File: config.mk
export PLATFORM = sky130hd
export DESIGN_NAME = timebase_ctrl_flat
export DESIGN_NICKNAME = d
export VERILOG_FILES = /design/src/rtl/timebase_if.sv /design/src/rtl/timebase_ctrl.sv /design/src/flat_wrapper.sv
export SDC_FILE = /design/constraint.sdc
export NUM_CORES = 1
export LEC_CHECK = 0
export BUFFER_PORTS_ARGS = -buffer_cell sky130_fd_sc_hd__buf_2
export CORE_ASPECT_RATIO = 1.5
export CORE_UTILIZATION = 59
export CTS_CLUSTER_DIAMETER = 200
export DETAILED_ROUTE_END_ITERATION = 8
export GPL_TIMING_DRIVEN = 0
export HOLD_SLACK_MARGIN = 0.12
export PLACE_DENSITY = 0.8
export SLEW_MARGIN = 40
export SYNTH_ARGS = -nofsm -noshare
export SYNTH_HDL_FRONTEND = slang
export SYNTH_SLANG_ARGS = --single-unit
export TNS_END_PERCENT = 30
File: constraint.sdc
create_clock -name clk -period 4.7 [get_ports clk]
set_clock_uncertainty 0.1 [all_clocks]
set_input_delay 0.47 -clock clk [delete_from_list [all_inputs] [get_ports clk]]
set_output_delay 0.47 -clock clk [all_outputs]
set_load 0.02 [all_outputs]
File: src/rtl/timebase_if.sv
// Control/status bundle between the timebase controller and its host.
// The master drives the buttons and pulses; the slave drives the outputs.
interface timebase_if #(
    parameter int ADDR_W = 9
);
    logic              btn_up;
    logic              btn_down;
    logic              arm;
    logic              trigger;
    logic [3:0]        range;
    logic              sample_en;
    logic              wr_en;
    logic [ADDR_W-1:0] wr_addr;
    logic              busy;
    logic              done;

    modport master (
        output btn_up, btn_down, arm, trigger,
        input  range, sample_en, wr_en, wr_addr, busy, done
    );

    modport slave (
        input  btn_up, btn_down, arm, trigger,
        output range, sample_en, wr_en, wr_addr, busy, done
    );
endinterface

File: src/rtl/timebase_ctrl.sv
// Timebase divider and capture sequencer for a sample buffer.
// state   | meaning
// IDLE    | waiting for arm
// ARMED   | waiting for trigger
// CAPTURE | writing DEPTH samples, one per sample_en strobe
// DONE    | capture complete, waiting for re-arm
module timebase_ctrl #(
    parameter int RANGE_MAX = 15,
    parameter int DEPTH     = 512,
    parameter int ADDR_W    = 9
) (
    input logic       clk,
    input logic       rst,
    timebase_if.slave bus
);
    typedef enum logic [1:0] {IDLE, ARMED, CAPTURE, DONE} state_t;

    state_t            state;
    logic [3:0]        range_r;
    logic [3:0]        range_nxt;
    logic [15:0]       div_cnt;
    logic [15:0]       div_last;
    logic              sample_en_r;
    logic              wr_en_r;
    logic [ADDR_W-1:0] wr_addr_r;
    logic              tick;
    logic              range_chg;
    logic              trig_go;
    logic              last_wr;

    assign div_last  = (16'd1 << range_r) - 16'd1;
    assign tick      = (div_cnt == div_last);
    assign range_chg = (range_nxt != range_r);
    assign trig_go   = (state == ARMED) && bus.trigger;
    assign last_wr   = wr_en_r && (wr_addr_r == ADDR_W'(DEPTH - 1));

    // Range is frozen during capture; opposing buttons cancel.
    always_comb begin
        range_nxt = range_r;
        if (state != CAPTURE && (bus.btn_up != bus.btn_down)) begin
            if (bus.btn_up && range_r != 4'(RANGE_MAX))
                range_nxt = range_r + 4'd1;
            else if (bus.btn_down && range_r != 4'd0)
                range_nxt = range_r - 4'd1;
        end
    end

    always_ff @(posedge clk) begin
        if (!rst) begin
            state       <= IDLE;
            range_r     <= 4'd0;
            div_cnt     <= 16'd0;
            sample_en_r <= 1'b0;
            wr_en_r     <= 1'b0;
            wr_addr_r   <= '0;
        end else begin
            range_r <= range_nxt;
            // Restarting the divider keeps strobe spacing exact after a range
            // change and aligns the first write to the trigger.
            if (range_chg || trig_go) begin
                div_cnt     <= 16'd0;
                sample_en_r <= 1'b0;
            end else if (tick) begin
                div_cnt     <= 16'd0;
                sample_en_r <= 1'b1;
            end else begin
                div_cnt     <= div_cnt + 16'd1;
                sample_en_r <= 1'b0;
            end

            wr_en_r <= 1'b0;
            case (state)
                IDLE: begin
                    if (bus.arm) state <= ARMED;
                end
                ARMED: begin
                    if (bus.trigger) begin
                        state     <= CAPTURE;
                        wr_addr_r <= '0;
                    end
                end
                CAPTURE: begin
                    wr_en_r <= tick && !last_wr;
                    if (wr_en_r) wr_addr_r <= wr_addr_r + 1'b1;
                    if (last_wr) state <= DONE;
                end
                DONE: begin
                    if (bus.arm) state <= ARMED;
                end
                default: state <= IDLE;
            endcase
        end
    end

    assign bus.range     = range_r;
    assign bus.sample_en = sample_en_r;
    assign bus.wr_en     = wr_en_r;
    assign bus.wr_addr   = wr_addr_r;
    assign bus.busy      = (state == ARMED) || (state == CAPTURE);
    assign bus.done      = (state == DONE);
endmodule

File: src/flat_wrapper.sv
// flat-port wrapper written by rule: the top's interface ports become plain ports
module timebase_ctrl_flat 
#(
    parameter int RANGE_MAX = 15,
    parameter int DEPTH     = 512,
    parameter int ADDR_W    = 9
)
  (clk, rst, bus_btn_up, bus_btn_down, bus_arm, bus_trigger, bus_range, bus_sample_en, bus_wr_en, bus_wr_addr, bus_busy, bus_done);
  timebase_if #(.ADDR_W(ADDR_W)) bus_i ();
  input logic clk;
  input logic rst;
  input wire logic [$bits(bus_i.btn_up)-1:0] bus_btn_up;
  input wire logic [$bits(bus_i.btn_down)-1:0] bus_btn_down;
  input wire logic [$bits(bus_i.arm)-1:0] bus_arm;
  input wire logic [$bits(bus_i.trigger)-1:0] bus_trigger;
  output wire logic [$bits(bus_i.range)-1:0] bus_range;
  output wire logic [$bits(bus_i.sample_en)-1:0] bus_sample_en;
  output wire logic [$bits(bus_i.wr_en)-1:0] bus_wr_en;
  output wire logic [$bits(bus_i.wr_addr)-1:0] bus_wr_addr;
  output wire logic [$bits(bus_i.busy)-1:0] bus_busy;
  output wire logic [$bits(bus_i.done)-1:0] bus_done;
  assign bus_i.btn_up = bus_btn_up;
  assign bus_i.btn_down = bus_btn_down;
  assign bus_i.arm = bus_arm;
  assign bus_i.trigger = bus_trigger;
  assign bus_range = bus_i.range;
  assign bus_sample_en = bus_i.sample_en;
  assign bus_wr_en = bus_i.wr_en;
  assign bus_wr_addr = bus_i.wr_addr;
  assign bus_busy = bus_i.busy;
  assign bus_done = bus_i.done;
  timebase_ctrl #(.RANGE_MAX(RANGE_MAX), .DEPTH(DEPTH), .ADDR_W(ADDR_W)) u_core (.clk(clk), .rst(rst), .bus(bus_i));
endmodule
==> out/results.txt <==
WL/cell -> 14.39 microns
Status -> finished clean
# diodes -> 0
Placed Cells -> 362
Clk pin slew, worst setup/hold paths -> 0.07 ns
# IOs -> 23
Power Density -> 432.5 nW/um^2
Syn_area_per_cell -> 7.924 sq um
Post-route DRC -> 0
Yosys cell types -> 48
Endpoints failing setup -> 0
Cts repair resizes -> 0
Unrepaired setup endpoints after global routing -> false
Yosys Warn Count -> 0
Maximum root-to-sink buffer count -> 2
Fin Setup TNS -> 0 ns
Worst EP required -> 4.79 ns
Worst Path Class, Setup -> flip-flop to flip-flop
RePlAce Congestion -> 0.8779
CTS tree -> yes
Setup repair bufs after CTS -> 0
Slew headroom -> 52.87%
Slowest stage cell, crit path -> o41ai_4
Fin cells -> 370
Starting Density -> 62.76%
Layout cells sized above 1 -> 12.54%
Num CTS Buffers -> 5
First-pass GRT wire length -> 8818 microns
Vias in the first global route -> 2086
Worst-Skew Late Latency -> 0.29 ns
Slew Limit Fails -> 0
Maximum VDD drop -> 0.0003669 V
Placeable Area -> 3750 sq um
CP Capture Type -> flip-flop
Synth Cell Area -> 2354 sq um
Clk sinks -> 33
Initial DRT Pass Iterations -> 4
Layout area overhead -> 10.63%
Final period utilization -> 93.55%
Hold crit path type -> flip-flop to flip-flop
Max-Cap Viols -> 0
Fillers -> 331
EDFF count, synth -> 0
Leak pwr -> 1.046 nW
Crit-path most repeated cell -> clkbuf_1
Synthesized net count -> 318
Min cycle time layout -> 4.397 ns
CP max FO -> 10
CP delay by family, top -> compound AO/OA/AOI/OAI gates
CTS root buffer -> clkbuf_8
Worst path cell trace -> clkbuf_1, clkbuf_1, inv_1, ha_1, or4_1, buf_2, a2bb2oi_1, or4b_1, a211oi_2, o211ai_2, o41ai_4, buf_6, nor2_1
Slew @ Worst Pin -> 0.7016 ns
Overall routing resource usage -> 28.11%
Ys flop type -> dfxtp_1
DRT iter0 DRCs -> 56
Seq cells post-synth -> 33
Die area -> 4251 sq um
Grt ovf -> 0
Post-Syn Instances -> 297
H-tree levels -> 2
Ys async rst share -> 0%
Buffers and inverters on the worst path -> 5
Die Y -> 79.35 microns
Nets -> 347
Port-buffer cells -> 22
Final ANT Viol Nets -> 0
Detail Placement HPWL -> 4008 microns
Sequential fraction of the synthesis area -> 28.07%
Die Wd -> 53.57 microns
Critical path's largest stage delay -> 0.57 ns
Largest net degree at the start of global routing -> 12
Placement row count -> 27
Worst Path Arrival -> 4.48 ns
Total wire length -> 5326 microns
Hold-fix buffers, CTS -> 0
Via density -> 5.932
Initial antenna violation count -> 0
Startpoint Class -> flip-flop
Hold Fails Final Rpt -> 0
Via count -> 2195
Max Clock Freq -> 227.4 MHz
-- layout make-up --
| class | count | area (sq um) | share of cell area, % |
|---|---|---|---|
| clock inverters | 3 | 17.52 | 0.6728 |
| flip-flops and latches | 33 | 660.6 | 25.37 |
| well taps | 43 | 53.80 | 2.066 |
| clock buffers | 5 | 68.82 | 2.643 |
| inverters | 11 | 41.29 | 1.586 |
| multi-input cells | 238 | 1585 | 60.88 |
| repair buffers | 22 | 110.1 | 4.229 |
| plain buffers | 15 | 66.31 | 2.547 |
-- per-layer routing --
| metal | wire length (microns) | GRT usage, % |
|---|---|---|
| met4 | 223 | 15.53 |
| met3 | 224 | 5.364 |
| met5 | 0 | 0 |
| met2 | 2647 | 49.00 |
| met1 | 2231 | 30.24 |
-- worst register-to-register path, cell delays in order (launching register included) --
cell       delay [ns]
dfxtp_1          0.46
clkbuf_1         0.33
clkbuf_1         0.38
inv_1            0.08
ha_1             0.26
or4_1            0.51
buf_2            0.17
a2bb2oi_1        0.15
or4b_1           0.54
a211oi_2         0.30
o211ai_2         0.18
o41ai_4          0.57
buf_6            0.21
nor2_1           0.05
-- cells in the mapped netlist (6+ instances only) --
cell type,number,area share (%)
dfxtp_1,33,28
inv_1,11,1.8
and3_1,8,2.1
nand3_1,14,3.0
a21oi_1,10,2.1
ha_1,15,8.0
nand4_1,9,2.4
nand2_1,28,4.5
xor2_1,22,8.2
nand2b_1,9,2.4
o21ai_0,10,2.1
xnor2_1,16,6.0
clkbuf_1,12,1.9
and2_1,9,2.4
nor3_1,6,1.3
nor2_1,33,5.3
-- stage by stage --
step                      utilization [%]  hold slack [ns]  power (mW)  instance area [sq um]  setup WS, ns
after global placement              67.13           0.3650      0.8900                   2517        0.3444
after detailed placement            67.13           0.3737      0.9117                   2517        0.3549
after CTS                           69.44           0.3897       1.122                   2604        0.3529
after global routing                69.44           0.4116       1.202                   2604       0.06846
final                               69.44           0.3885       1.126                   2604        0.3033
after floorplan                         -           0.3402      0.7838                   2354        0.7472
-- power by group --
part	switching, mW	leakage (nW)	internal, mW	total, mW
logic	0.357	0.735	0.222	0.579
clock network	0.106	0.0439	0.102	0.208
registers	0.0344	0.267	0.305	0.339
-- cell families (layout without fill, tap and decap cells) --
| logic type | count (synthesis) | count (layout) | share of synthesized area (%) |
|---|---|---|---|
| compound gates | 50 | 50 | 15.74 |
| xor+xnor | 38 | 38 | 14.14 |
| fa+ha+maj | 15 | 15 | 7.974 |
| buf+inv | 26 | 56 | 4.572 |
| flops | 33 | 33 | 28.07 |
| mux | 2 | 2 | 0.9038 |
| simple gates | 133 | 133 | 28.60 |
-- flip-flops by register name, summed over array words and instances, names as in the netlist --
| register | cells |
|---|---|
| u_core.bus.range | 4 |
| u_core.bus.sample_en | 1 |
| u_core.bus.wr_addr | 9 |
| u_core.bus.wr_en | 1 |
| u_core.div_cnt | 16 |
| u_core.state | 2 |
-- path summary, 6_finish.rpt --
path	from	end	slack, ns	cells past startpoint
setup reg to reg	u_core.bus.range[2]	u_core.div_cnt[8]	0.30	13
hold reg to reg	u_core.div_cnt[0]	u_core.div_cnt[0]	0.39	1
hold / removal	u_core.div_cnt[0]	u_core.div_cnt[0]	0.39	1
setup / recovery	u_core.bus.range[2]	u_core.div_cnt[8]	0.30	13
-- cells in the final DEF, fill, tap and decap left out, drive strengths merged, types with 3 or more instances in the layout --
master   n
ha      15
inv     11
buf     25
nor2b    3
a21oi   10
xor2    22
nand3   14
nor2    33
nand2b   9
clkbuf  17
xnor2   16
dfxtp   33
nor3     6
nand3b   5
and3     8
o211ai   5
o21ai   11
a21boi   4
nand4    9
nand2   28
and2     9
No activity file was read; power rests on OpenSTA's default activity.
